### config.mk
export PLATFORM = sky130hd
export DESIGN_NAME = mem_dump_serializer
export DESIGN_NICKNAME = d
export VERILOG_FILES = /design/src/rtl/mem_dump_serializer.sv
export SDC_FILE = /design/constraint.sdc
export NUM_CORES = 1
export LEC_CHECK = 0
export BUFFER_PORTS_ARGS = -buffer_cell sky130_fd_sc_hd__buf_2
export CAP_MARGIN = 10
export CELL_PAD_IN_SITES_DETAIL_PLACEMENT = 0
export CELL_PAD_IN_SITES_GLOBAL_PLACEMENT = 2
export CORE_UTILIZATION = 36
export DETAILED_ROUTE_END_ITERATION = 8
export PLACE_DENSITY = 0.81
export SETUP_SLACK_MARGIN = 0.1
export SYNTH_ARGS = -nofsm -noshare
export SYNTH_HDL_FRONTEND = slang
export SYNTH_SLANG_ARGS = --single-unit
### constraint.sdc
create_clock -name clk -period 7.3 [get_ports clk]
set_input_delay 1.46 -clock clk [delete_from_list [all_inputs] [get_ports clk]]
set_output_delay 1.46 -clock clk [all_outputs]
set_load 0.02 [all_outputs]
### src/rtl/mem_dump_serializer.sv
// rtl/mem_dump_serializer.sv - reads consecutive SRAM words and shifts each out as a UART-style frame
module mem_dump_serializer #(
  parameter int ADDR_W   = 8,
  parameter int DATA_W   = 16,
  parameter int BAUD_DIV = 4
) (
  input  logic              clk,
  input  logic              reset,
  input  logic              start,
  input  logic [ADDR_W-1:0] start_addr,
  input  logic [ADDR_W:0]   word_count,
  output logic              busy,
  output logic              done,
  output logic              mem_cen,
  output logic              mem_gwen,
  output logic [7:0]        mem_wen,
  output logic [ADDR_W-1:0] mem_addr,
  input  logic [DATA_W-1:0] mem_q,
  output logic              ser_out
);

  // Frame is start bit, DATA_W data bits, stop bit: bit positions 0..DATA_W+1
  localparam int BIT_W = $clog2(DATA_W + 2);
  localparam int IDX_W = $clog2(DATA_W);
  localparam logic [BIT_W-1:0] LAST_BIT  = BIT_W'(DATA_W + 1);
  localparam logic [7:0]       BAUD_LAST = 8'(BAUD_DIV - 1);

  typedef enum logic [2:0] {
    IDLE = 3'd0,
    REQ  = 3'd1,
    CAPT = 3'd2,
    SEND = 3'd3,
    FIN  = 3'd4
  } state_t;

  state_t              state, state_n;
  logic [ADDR_W-1:0]   addr, addr_n;
  logic [ADDR_W:0]     remaining, rem_n;
  logic [DATA_W-1:0]   shreg, shreg_n;
  logic [BIT_W-1:0]    bit_cnt, bit_n;
  logic [7:0]          baud_cnt, baud_n;
  logic [IDX_W-1:0]    sidx;
  logic                ser_n;

  // The dump path only ever reads the SRAM pair
  assign mem_gwen = 1'b1;
  assign mem_wen  = 8'hFF;

  // Next-state and datapath updates; the serial level is derived from the next state so ser_out is registered
  always_comb begin
    state_n = state;
    addr_n  = addr;
    rem_n   = remaining;
    shreg_n = shreg;
    bit_n   = bit_cnt;
    baud_n  = baud_cnt;
    sidx    = '0;
    ser_n   = 1'b1;
    case (state)
      IDLE: begin
        if (start) begin
          addr_n  = start_addr;
          rem_n   = word_count;
          state_n = (word_count == '0) ? FIN : REQ;
        end
      end
      REQ: state_n = CAPT;
      CAPT: begin
        shreg_n = mem_q;
        addr_n  = addr + 1'b1;
        rem_n   = remaining - 1'b1;
        bit_n   = '0;
        baud_n  = '0;
        state_n = SEND;
      end
      SEND: begin
        if (baud_cnt == BAUD_LAST) begin
          baud_n = '0;
          if (bit_cnt == LAST_BIT) begin
            state_n = (remaining != '0) ? REQ : FIN;
          end else begin
            bit_n = bit_cnt + 1'b1;
          end
        end else begin
          baud_n = baud_cnt + 8'd1;
        end
      end
      FIN: state_n = IDLE;
      default: state_n = IDLE;
    endcase

    if (state_n == SEND) begin
      sidx = IDX_W'(bit_n - 1'b1);
      if (bit_n == '0) begin
        ser_n = 1'b0;
      end else if (bit_n != LAST_BIT) begin
        ser_n = shreg_n[sidx];
      end
    end
  end

  // State, datapath and registered outputs; reset aborts a dump without pulsing done
  always_ff @(posedge clk) begin
    if (!reset) begin
      state     <= IDLE;
      addr      <= '0;
      remaining <= '0;
      shreg     <= '0;
      bit_cnt   <= '0;
      baud_cnt  <= '0;
      busy      <= 1'b0;
      done      <= 1'b0;
      mem_cen   <= 1'b1;
      mem_addr  <= '0;
      ser_out   <= 1'b1;
    end else begin
      state     <= state_n;
      addr      <= addr_n;
      remaining <= rem_n;
      shreg     <= shreg_n;
      bit_cnt   <= bit_n;
      baud_cnt  <= baud_n;
      busy      <= (state_n == REQ) || (state_n == CAPT) || (state_n == SEND);
      done      <= (state_n == FIN);
      mem_cen   <= (state_n != REQ);
      if (state_n == REQ) begin
        mem_addr <= addr_n;
      end
      ser_out   <= ser_n;
    end
  end

endmodule
### After elaboration in Yosys (flattened, before gate mapping)

Index checks and enable logic that the tools add are counted.

| word-level totals | value |
|---|---|
| register bits after elaboration | 61 |
| bits of input ports | 36 |

| cells by class | value |
|---|---|
| muxes and demuxes | 20 |
| reductions and logical operators | 10 |
| order comparisons | 1 |
| equal/unequal tests | 12 |
| add/subtract/negate cells | 5 |

Operators by type and width:

| operator | number |
|---|---|
| one-hot mux 8 bit (2 select lines) | 2 |
| one-hot mux 9 bit (2 select lines) | 1 |
| adder 8 x 1 -> 8 bit (second input constant) | 2 |
| two-way mux 16 bit | 1 |
| two-way mux 8 bit | 2 |
| two-way mux 3 bit | 5 |
| equality test 3 x 2 -> 1 bit (second input constant) | 4 |
| one-hot mux 3 bit (4 select lines) | 1 |
| two-way mux 5 bit | 2 |
| one-hot mux 5 bit (2 select lines) | 1 |
| logical NOT 9 bit | 1 |
| two-way mux 9 bit | 1 |
| nonzero test 9 bit | 1 |
| subtractor 9 x 1 -> 9 bit (second input constant) | 1 |
| equality test 8 x 2 -> 1 bit (second input constant) | 1 |
| equality test 3 x 1 -> 1 bit (second input constant) | 2 |
| adder 5 x 1 -> 5 bit (second input constant) | 1 |
| equality test 5 bit (second input constant) | 1 |
| logical NOT 5 bit | 1 |
| < comparator 4 x 5 -> 1 bit (second input constant) | 1 |
| != test 5 bit (second input constant) | 1 |
| binary-select mux 1 bit (select 4 bit) | 1 |
| AND reduction 2 bit | 2 |
| nonzero test 2 bit | 2 |
| other kinds (7) | 10 |

### Longest topological paths before layout

Gate-level depths: netlist of the first run.

| logic depth | value |
|---|---|
| depth in word-level cells | 9 |
| mapped depth | 14 |
| mapped depth without buffers | 14 |

### Worst setup path before layout of the first run

OpenSTA, ideal clock, no wires.

| timing | value |
|---|---|
| path kind | register to register |
| start | register baud_cnt[0] |
| end | register ser_out |
| library setup time | 0.120 ns |
| buffers on the path | 0 |
| data required time | 7.180 ns |
| path slack | 4.334 ns |
| arrival time | 2.846 ns |
| stages on the path, launching flop included | 14 |
| cells stage by stage | dfxtp_1 ha_1 nor4b_4 a31o_2 o211ai_4 inv_1 ha_1 inv_1 a211o_1 o311a_1 nand3_1 mux4_2 o21ai_2 nand3_2 |

| between the ends | value |
|---|---|
| longest elaborated chain between the ends | 8 |
| elaborated cells between the ends (all ways) | 14 |

Ends and longest elaborated chain:

| element | line | source |
|---|---|---|
| from (decl) | 41 | `logic [7:0] baud_cnt, baud_n;` |
| from (signal assigned) | 122 | `baud_cnt <= baud_n;` |
| equality test 8 x 2 -> 1 bit * | 77 | `if (baud_cnt == BAUD_LAST) begin` |
| two-way mux 5 bit * | 77 |  |
| one-hot mux 5 bit (2 select lines) * | 59 | `case (state)` |
| named net bit_n[0] | 40 | `logic [BIT_W-1:0] bit_cnt, bit_n;` |
| subtractor 4 x 1 -> 4 bit | 93 | `sidx = IDX_W'(bit_n - 1'b1);` |
| binary-select mux 1 bit (select 4 bit) | 97 | `ser_n = shreg_n[sidx];` |
| two-way mux 1 bit (implied by the code) | 97 |  |
| two-way mux 1 bit | 96 | `end else if (bit_n != LAST_BIT) begin` |
| two-way mux 1 bit * | 94 | `if (bit_n == '0) begin` |
| to (signal assigned) | 129 | `ser_out <= ser_n;` |
| to (decl) | 19 | `output logic ser_out` |

The timed path passes the listed nets; every way through them passes the cells marked *. The select of a mux whose other input is x is not followed.
A chain may end at the register's enable or synchronous reset.

### Worst setup path after layout of the first run

| timing | value |
|---|---|
| start | register state[1] |
| end | register ser_out |

| between the ends | value |
|---|---|
| longest elaborated chain between the ends | 7 |
| elaborated cells between the ends (all ways) | 19 |

Ends and longest elaborated chain:

| element | line | source |
|---|---|---|
| from (decl) | 36 | `state_t state, state_n;` |
| from (signal assigned) | 117 | `state <= state_n;` |
| equality test 3 x 2 -> 1 bit | 59 |  |
| one-hot mux 5 bit (2 select lines) * | 59 |  |
| named net bit_n[0] | 40 |  |
| subtractor 4 x 1 -> 4 bit | 93 |  |
| binary-select mux 1 bit (select 4 bit) | 97 |  |
| two-way mux 1 bit (implied by the code) | 97 |  |
| two-way mux 1 bit | 96 |  |
| two-way mux 1 bit * | 94 |  |

Marked as above.

==> run_results.csv, run 1 <==
group,metric,value,unit
final_layout,final_util,42.48,%
min_path,min_from,"remaining[7]$_SDFFE_PN0P_",
timing,hold-worst-slack,0.4780,ns
grt,antenna_found_initial,0,
logic_synthesis,ys_seq_area_share,35.18,%
logic_synthesis,synth_flop_cell,"dfxtp_1",
final_layout,num-nets-final,485,
final_layout,final_common_cell,"dfxtp_1",
logic_synthesis,yosysTopAreaCell,"dfxtp_1",
critical_path,start_kind,"flip-flop",
status,status,"finished clean",
route,detail_route.vias_per_cell,5.257,
critical_path,reg2reg_from,"state[1]$_SDFF_PN0_",
timing,skew,0.006840,ns
logic_synthesis,ys_ff_latch,61,
clocking,clock_path_buffers,2,
clocking,cts_resized,0,
logic_synthesis,yosys-top-cells-area,"dfxtp_1 (35%), mux2i_1 (8.1%), nor2_1 (5.0%), a21oi_1 (4.2%), o21ai_0 (3.3%)",
power,p_leak,1.700,nW
clocking,insertion_delay,0.34,ns
critical_path,path_class,"reg -> reg",
logic_synthesis,yosysWarnings,0,
critical_path,crit_fanout,33,
power,vdd_drop_max,0.1022,mV
clocking,post-cts-setup-buffer-count,0,
route,wl_per_cell,14.34,µm
final_layout,num_antenna_cells,0,
route,firstDrtPassIters,4,
route,drt-total-wl,8247,µm
floorplan,rows,35,
floorplan,core,9284,µm²
timing,setup_tns,0,ns
logic_synthesis,yosys.area.top_type_share,35.18,%
power,power.total,0.8868,mW
timing,fin_crit,3.874,ns
timing,drv_slew,0,
critical_path,crit_arrival,4.11,ns
grt,grt_overflow,0,
timing,setup_viol,0,
timing,rsz0062_at_grt,"no",
timing,fmax,258.1,MHz
min_path,hp-class,"reg -> reg",
timing,max-slew-margin-rel,20.84,%
grt,grt_pass1_wl,13880,µm
final_layout,fillerInstances,962,
critical_path,reg2reg_setup_slack,3.43,ns
timing,hold_viol_final,0,
min_path,whs_endpoint,"remaining[7]$_SDFFE_PN0P_",
clocking,htreeDepth,3,
final_layout,syn_to_final_growth,13.63,%
placed_design,placed_area,3720,µm²
critical_path,end_kind,"flip-flop",
grt,grt_use_total,17.46,%
timing,fin_crit_sh,53.07,%
floorplan,die_w,100.2,µm
clocking,cts_hold_buf,0,
grt,grt_max_degree,35,
critical_path,cp.required,7.53,ns
final_layout,drive_gt1_share,18.16,%
power,powerDensity,224.9,nW/µm²
floorplan,num_io_pins,57,
final_layout,fin_area,3944,µm²
critical_path,reg2reg_depth,12,
route,drc,0,
floorplan,start_util,37.39,%
logic_synthesis,synthDistinctLibCells,64,
logic_synthesis,syn_avg_cell_area,8.570,µm²
job,cap_violations,0,
placed_design,hpwl,5646,µm
placed_design,finalWeightedCongestion,0.7395,
clocking,cts_tree,"done",
floorplan,dieHeight,100.2,µm
clocking,clk_pin_slew,0.07,ns
min_path,holdPathStages,2,
route,drt-initial-drc-count,100,
logic_synthesis,syn_area,3471,µm²
timing,worst_slew_pin_slew,1.185,ns
clocking,numCtsBuffers,9,
route,detail-route-antenna-nets,0,
route,num_vias,3023,
clocking,clockRootBuffer,"clkbuf_8",
placed_design,port_buffers,47,
logic_synthesis,synthCells,405,
final_layout,layout_common_cells,"dfxtp_1 (61), buf_2 (47), nor2_1 (46), a21oi_1 (29), mux2i_1 (28)",
logic_synthesis,async_reset_ff_share,0,%
clocking,cts.sinks,61,
logic_synthesis,synth_edf_count,0,
critical_path,worst_r2r_endpoint,"ser_out$_SDFF_PN1_",
grt,first_global_vias,2894,
floorplan,die_area,10040,µm²
[through the flow]
step | instances | worst slack, ns
2_1_floorplan | 413 | 4.334
3_3_place_gp | 559 | 3.409
3_5_place_dp | 559 | 3.358
4_1_cts | 575 | 3.423
5_1_grt | 575 | 3.153
6_report | 575 | 3.426
[Yosys cell counts (all sizes together), types with 7 or more instances]
cell,count
clkbuf,15
and3,8
and2,16
nand3,19
nor2,46
inv,9
a21oi,29
ha,8
dfxtp,61
mux2,7
nand2,18
mux2i,28
buf,17
nor2b,18
o21ai,25
nor3,8
[final cells by class]
cell class,instances,area (µm²),share of cell area (%)
clock buffer,10,137.6,3.490
sequential,61,1221,30.96
clock inverter,6,86.33,2.189
tap,129,161.4,4.093
timing repair buffer,49,250.2,6.345
inverter,10,37.54,0.9518
multi-input combinational,310,2049,51.97
[report_power, final]
group	leakage, nW	internal [mW]	switching, mW
Combinational	1.09	0.0678	0.0934
Sequential	0.499	0.358	0.0250
Clock	0.112	0.201	0.142
[critical path, stage by stage (launching register included)]
cell	delay [ns]
dfxtp_1	1.03
nor2b_1	0.56
nand3b_1	0.22
o211ai_4	0.42
inv_1	0.11
ha_1	0.23
inv_1	0.13
nand3_1	0.10
o311a_1	0.13
nand3_1	0.15
mux4_2	0.54
o21ai_2	0.08
nand3_2	0.06
[layer usage]
layer / GRT usage (%) / share of wire [%] / up-vias
met4: 5.574 / 0.95 / 0
met2: 27.56 / 46 / 86
met5: 0 / 0 / -
met3: 4.178 / 4.2 / 9
li1: - / - / 1506
met1: 23.48 / 49 / 1422
[worst max path at each step]
| stage | start | to | slack (ns) | depth (start not counted) |
|---|---|---|---|---|
| final | state[1]$_SDFF_PN0_ | ser_out$_SDFF_PN1_ | 3.43 | 12 |
| after global routing | state[1]$_SDFF_PN0_ | ser_out$_SDFF_PN1_ | 3.15 | 12 |
| after CTS | state[1]$_SDFF_PN0_ | ser_out$_SDFF_PN1_ | 3.42 | 12 |
| after detailed placement | start | mem_addr[3]$_SDFFE_PN0N_ | 3.36 | 8 |
| after global placement | start | mem_addr[1]$_SDFFE_PN0N_ | 3.41 | 8 |
| after floorplan | baud_cnt[0]$_SDFFE_PN0N_ | ser_out$_SDFF_PN1_ | 4.33 | 13 |
[registers in the layout, summed over array words and instances, names as in the netlist]
signal and count:
addr 8, baud_cnt 8, bit_cnt 5, busy 1, done 1, mem_addr 8
mem_cen 1, remaining 9, ser_out 1, shreg 16, state 3
[logic make-up (layout without fill, tap and decap cells)]
group | count (synthesis) | after routing | synth area share, %
DFF | 61 | 61 | 35.18
muxes | 37 | 37 | 11.86
AOI/OAI and AO/OA | 93 | 93 | 17.41
other | 1 | 9 | 0.1080
and+or+nand+nor | 163 | 163 | 25.92
adders and majority gates | 8 | 8 | 2.884
buffers and inverters | 42 | 75 | 6.633
No activity file was read; power rests on OpenSTA's default activity.
==> inputs of run 2 (changes only) <==
--- a/config.mk
+++ b/config.mk
@@ -9,9 +9,9 @@
 export CAP_MARGIN = 10
 export CELL_PAD_IN_SITES_DETAIL_PLACEMENT = 0
 export CELL_PAD_IN_SITES_GLOBAL_PLACEMENT = 2
-export CORE_UTILIZATION = 36
+export CORE_UTILIZATION = 34
 export DETAILED_ROUTE_END_ITERATION = 8
-export PLACE_DENSITY = 0.81
+export PLACE_DENSITY = 0.77
 export SETUP_SLACK_MARGIN = 0.1
 export SYNTH_ARGS = -nofsm -noshare
 export SYNTH_HDL_FRONTEND = slang
==> constraint.sdc (replaced) <==
create_clock -name clk -period 3.8 [get_ports clk]
set_input_delay 0.76 -clock clk [delete_from_list [all_inputs] [get_ports clk]]
set_output_delay 0.76 -clock clk [all_outputs]
set_load 0.02 [all_outputs]
==> run_results.csv, run 2 (same netlist as run 1, synthesis figures left out) <==
group,metric,value,unit
status,status,"finished clean",
floorplan,dieHeight,103.0,µm
critical_path,reg2reg_depth,13,
route,wl_per_cell,14.06,µm
timing,drv_slew,0,
route,num_vias,2982,
grt,grt_max_degree,34,
power,power.total,1.792,mW
floorplan,core,9819,µm²
power,powerDensity,445.2,nW/µm²
clocking,post-cts-setup-buffer-count,0,
final_layout,layout_common_cells,"dfxtp_1 (61), buf_2 (47), nor2_1 (46), a21oi_1 (29), mux2i_1 (28)",
final_layout,instances_no_fill,586,
timing,rsz0062_at_grt,"no",
timing,fin_crit,3.086,ns
placed_design,port_buffers,47,
critical_path,end_kind,"flip-flop",
final_layout,num_antenna_cells,0,
timing,skew,0.009747,ns
placed_design,placedCellCount,570,
grt,grt_use_total,16.59,%
final_layout,largest_register_ffs,16,
floorplan,die_area,10620,µm²
min_path,min_from,"mem_addr[2]$_SDFFE_PN0N_",
grt,first_global_vias,2681,
clocking,cts_hold_buf,0,
route,detail_route.vias_per_cell,5.089,
critical_path,worst_r2r_endpoint,"ser_out$_SDFF_PN1_",
clocking,clockRootBuffer,"clkbuf_8",
power,vdd_drop_max,0.1626,mV
placed_design,hpwl,5650,µm
critical_path,reg2reg_from,"baud_cnt[0]$_SDFFE_PN0N_",
min_path,whs_endpoint,"mem_addr[2]$_SDFFE_PN0N_",
clocking,cts_tree,"done",
timing,fmax,324.1,MHz
timing,fin_crit_sh,81.21,%
grt,grt_overflow,0,
route,drt-initial-drc-count,105,
min_path,holdPathStages,2,
grt,grt_pass1_wl,13320,µm
clocking,insertion_delay,0.35,ns
critical_path,cp.required,4.03,ns
final_layout,final_common_cell,"dfxtp_1",
power,p_leak,1.741,nW
clocking,cts_resized,0,
floorplan,die_w,103.0,µm
route,firstDrtPassIters,4,
clocking,numCtsBuffers,9,
timing,max-slew-margin-rel,39.72,%
floorplan,num_io_pins,57,
final_layout,largest_register,"shreg",
final_layout,syn_to_final_growth,15.97,%
route,drc,0,
critical_path,crit_fanout,10,
route,detail-route-antenna-nets,0,
final_layout,reg.largest.list,"shreg (16), remaining (9)",
final_layout,drive_gt1_share,19.43,%
floorplan,rows,36,
critical_path,crit_arrival,3.32,ns
clocking,cts.sinks,61,
clocking,clk_pin_slew,0.08,ns
timing,setup_viol,0,
timing,setup_tns,0,ns
final_layout,num-nets-final,492,
critical_path,start_kind,"flip-flop",
route,drt-total-wl,8240,µm
job,cap_violations,0,
critical_path,reg2reg_setup_slack,0.71,ns
clocking,clock_path_buffers,2,
critical_path,path_class,"reg -> reg",
grt,antenna_found_initial,0,
timing,hold_viol_final,0,
clocking,htreeDepth,3,
timing,worst_slew_pin_slew,0.9042,ns
placed_design,finalWeightedCongestion,0.7414,
floorplan,start_util,35.35,%
min_path,hp-class,"reg -> reg",
==> run 2: worst max path at each step <==
stage | slack (ns) | startpoint | cells after the start | endpoint
after detailed placement | 0.72 | baud_cnt[0]$_SDFFE_PN0N_ | 13 | ser_out$_SDFF_PN1_
after floorplan | 0.83 | baud_cnt[0]$_SDFFE_PN0N_ | 13 | ser_out$_SDFF_PN1_
after global routing | 0.48 | baud_cnt[0]$_SDFFE_PN0N_ | 13 | ser_out$_SDFF_PN1_
final | 0.71 | baud_cnt[0]$_SDFFE_PN0N_ | 13 | ser_out$_SDFF_PN1_
after global placement | 0.81 | baud_cnt[0]$_SDFFE_PN0N_ | 13 | ser_out$_SDFF_PN1_
after CTS | 0.71 | baud_cnt[0]$_SDFFE_PN0N_ | 13 | ser_out$_SDFF_PN1_
==> run 2: metal layers <==
metal  wire, µm  vias to the layer above  GRT usage (%)
li1           -                     1524              -
met2       3673                       62          25.13
met1       4130                     1388          23.28
met5          0                        -              0
met3        347                        8          3.932
met4         88                        0          5.092
==> run 2: area by class of cell <==
| cell class | count | area [µm²] |
|---|---|---|
| fillers | 1029 | 5794 |
| multi-input cells | 310 | 2049 |
| flip-flops and latches | 61 | 1221 |
| repair buffers | 56 | 302.8 |
| well taps | 133 | 166.4 |
| clock buffers | 10 | 137.6 |
| clock inverters | 6 | 110.1 |
| inverters | 10 | 37.54 |
==> run 2: critical path, stage by stage, from the launching register on <==
cell	delay (ns)
dfxtp_1	0.38
ha_1	0.22
nor4b_4	0.34
nand3_4	0.13
o211ai_4	0.41
inv_1	0.11
ha_1	0.22
inv_1	0.13
nand3_1	0.09
o311a_1	0.13
nand3_1	0.15
mux4_2	0.53
o21ai_2	0.07
nand3_2	0.06
==> run 2: report_power, final <==
group / switching (mW) / internal, mW / leakage (nW)
clock network: 0.286 / 0.452 / 0.119
registers: 0.0384 / 0.687 / 0.499
logic: 0.190 / 0.137 / 1.12
total: 0.515 / 1.28 / 1.74
==> run 2: metrics by stage <==
stage	instance area (µm²)	worst slack, ns	utilization [%]	hold WS [ns]
4_1_cts	4025	0.7135	40.99	0.4702
3_3_place_gp	3777	0.8147	38.47	0.4592
6_report	4025	0.7142	40.99	0.4690
3_5_place_dp	3777	0.7176	38.47	0.4571
5_1_grt	4025	0.4820	40.99	0.5187
2_1_floorplan	3501	0.8338	-	0.4398
==> inputs of run 3 (changes only) <==
==> constraint.sdc (replaced) <==
create_clock -name clk -period 3.1 [get_ports clk]
set_input_delay 0.62 -clock clk [delete_from_list [all_inputs] [get_ports clk]]
set_output_delay 0.62 -clock clk [all_outputs]
set_load 0.02 [all_outputs]
==> run_results.csv, run 3 (same netlist as run 1, synthesis figures left out) <==
group,metric,value,unit
floorplan,core,9819,µm²
timing,setup_tns,0,ns
clocking,cts_tree,"done",
power,vdd_drop_max,0.2206,mV
final_layout,final_common_cell,"dfxtp_1",
floorplan,start_util,35.35,%
clocking,numCtsBuffers,9,
final_layout,largest_register,"shreg",
critical_path,worst-path-buf-inv,3,
grt,grt_overflow,0,
placed_design,hpwl,6078,µm
route,drt-total-wl,8412,µm
grt,antenna_found_initial,0,
critical_path,start_kind,"flip-flop",
clocking,cts.sinks,61,
final_layout,largest_register_ffs,16,
placed_design,finalWeightedCongestion,0.7708,
floorplan,dieHeight,103.0,µm
floorplan,rows,36,
final_layout,syn_to_final_growth,19.29,%
grt,grt_max_degree,31,
critical_path,path_depth,14,
critical_path,crit_chain,"ha_2 -> nor4b_4 -> buf_4 -> a31o_2 -> o211ai_4 -> inv_1 -> ha_4 -> inv_1 -> a211o_1 -> o311a_1 -> nand3_2 -> mux4_2 -> o21ai_2 -> nand3_2",
critical_path,end_kind,"flip-flop",
floorplan,die_w,103.0,µm
route,detail-route-antenna-nets,0,
timing,fin_crit,2.858,ns
route,wl_per_cell,14.04,µm
critical_path,cp.required,3.34,ns
min_path,holdPathStages,2,
placed_design,place_ws,0.1283,ns
timing,drv_slew,0,
timing,hold_viol_final,0,
timing,skew,0.009278,ns
clocking,clock_path_buffers,2,
grt,grt_pass1_wl,13810,µm
final_layout,drive_gt1_share,22.96,%
placed_design,port_buffers,47,
final_layout,layout_common_cells,"dfxtp_1 (60), buf_2 (47), nor2_1 (46), a21oi_1 (29), mux2i_1 (28)",
critical_path,critical-path-max-stage-delay,0.51,ns
critical_path,reg2reg_depth,14,
clocking,clk_pin_slew,0.08,ns
critical_path,reg2reg_from,"baud_cnt[1]$_SDFFE_PN0N_",
timing,fin_crit_sh,92.20,%
floorplan,die_area,10620,µm²
timing,fmax,349.9,MHz
route,firstDrtPassIters,4,
timing,rsz0062_at_grt,"no",
min_path,hp-class,"reg -> reg",
timing,setup_slack,0.2418,ns
final_layout,reg.largest.list,"shreg (16), remaining (9)",
timing,hold-worst-slack,0.4737,ns
route,drt-initial-drc-count,99,
clocking,clockRootBuffer,"clkbuf_8",
route,num_vias,3069,
critical_path,crit_family,"compound AO/OA/AOI/OAI gates",
critical_path,crit_end,"ser_out$_SDFF_PN1_",
power,p_leak,1.797,nW
timing,setup_viol,0,
critical_path,reg2reg_setup_slack,0.24,ns
power,power.total,2.104,mW
grt,first_global_vias,2891,
power,powerDensity,508.1,nW/µm²
critical_path,path_class,"reg -> reg",
timing,max-slew-margin-rel,51.72,%
route,detail_route.vias_per_cell,5.124,
final_layout,num-nets-final,505,
clocking,insertion_delay,0.34,ns
status,status,"finished clean",
critical_path,startpoint,"baud_cnt[1]$_SDFFE_PN0N_",
timing,worst_slew_pin_slew,0.7242,ns
job,cap_violations,0,
critical_path,crit_arrival,3.10,ns
critical_path,crit_fanout,5,
grt,grt_use_total,16.97,%
critical_path,worst_r2r_endpoint,"ser_out$_SDFF_PN1_",
clocking,htreeDepth,3,
route,drc,0,
final_layout,num_antenna_cells,0,
critical_path,cp_slowest_cell,"mux4_2",
floorplan,num_io_pins,57,
==> run 3: where the power goes <==
part	leakage, nW	switching [mW]	internal, mW	total, mW
sequential	0.499	0.0438	0.843	0.887
clock	0.110	0.348	0.457	0.805
combinational	1.19	0.238	0.175	0.412
==> run 3: area by class of cell <==
type / count / area, µm²
timing repair buffer: 69 / 400.4
clock inverter: 7 / 98.84
clock buffer: 9 / 123.9
fill: 1058 / 5679
sequential: 61 / 1222
inverter: 10 / 37.54
tap: 133 / 166.4
multi-input combinational: 310 / 2091
==> run 3: worst register-to-register path, delay by kind of cell, from the launching register on <==
family,cells,cell delay [ns]
fa+ha+maj,2,0.36
simple gates,3,0.44
compound gates,5,0.73
flops,1,0.35
mux,1,0.51
buf+inv,3,0.36
==> run 3: routing by layer <==
| layer | track usage (%) | vias up | share of wire [%] |
|---|---|---|---|
| li1 | - | 1548 | - |
| met1 | 23.07 | 1454 | 51 |
| met2 | 25.95 | 54 | 44 |
| met3 | 2.712 | 13 | 2.9 |
| met4 | 8.667 | 0 | 2.1 |
| met5 | 0 | - | 0 |
==> run 3: how the worst min path moves through the flow <==
stage | startpoint | end | slack (ns)
2_1_floorplan | remaining[7]$_SDFFE_PN0P_ | remaining[7]$_SDFFE_PN0P_ | 0.44
3_3_place_gp | mem_addr[2]$_SDFFE_PN0N_ | mem_addr[2]$_SDFFE_PN0N_ | 0.46
3_5_place_dp | mem_addr[2]$_SDFFE_PN0N_ | mem_addr[2]$_SDFFE_PN0N_ | 0.46
4_1_cts | mem_addr[2]$_SDFFE_PN0N_ | mem_addr[2]$_SDFFE_PN0N_ | 0.48
5_1_grt | remaining[7]$_SDFFE_PN0P_ | remaining[7]$_SDFFE_PN0P_ | 0.51
6_report | mem_addr[2]$_SDFFE_PN0N_ | mem_addr[2]$_SDFFE_PN0N_ | 0.47
==> run 3: per-stage QoR <==
step / area, µm² / utilization (%) / cells
finish: 4140 / 42.16 / 599
global route: 4140 / 42.16 / 599
CTS: 4090 / 41.65 / 598
detailed placement: 3867 / 39.39 / 582
global placement: 3867 / 39.39 / 582
floorplan: 3501 / - / 413
==> run 3: timing repair <==
item,CTS,global route
setup buffers,0,1
endpoints found under the setup margin,0,1
gates resized for setup,0,7
hold buffers,0,0
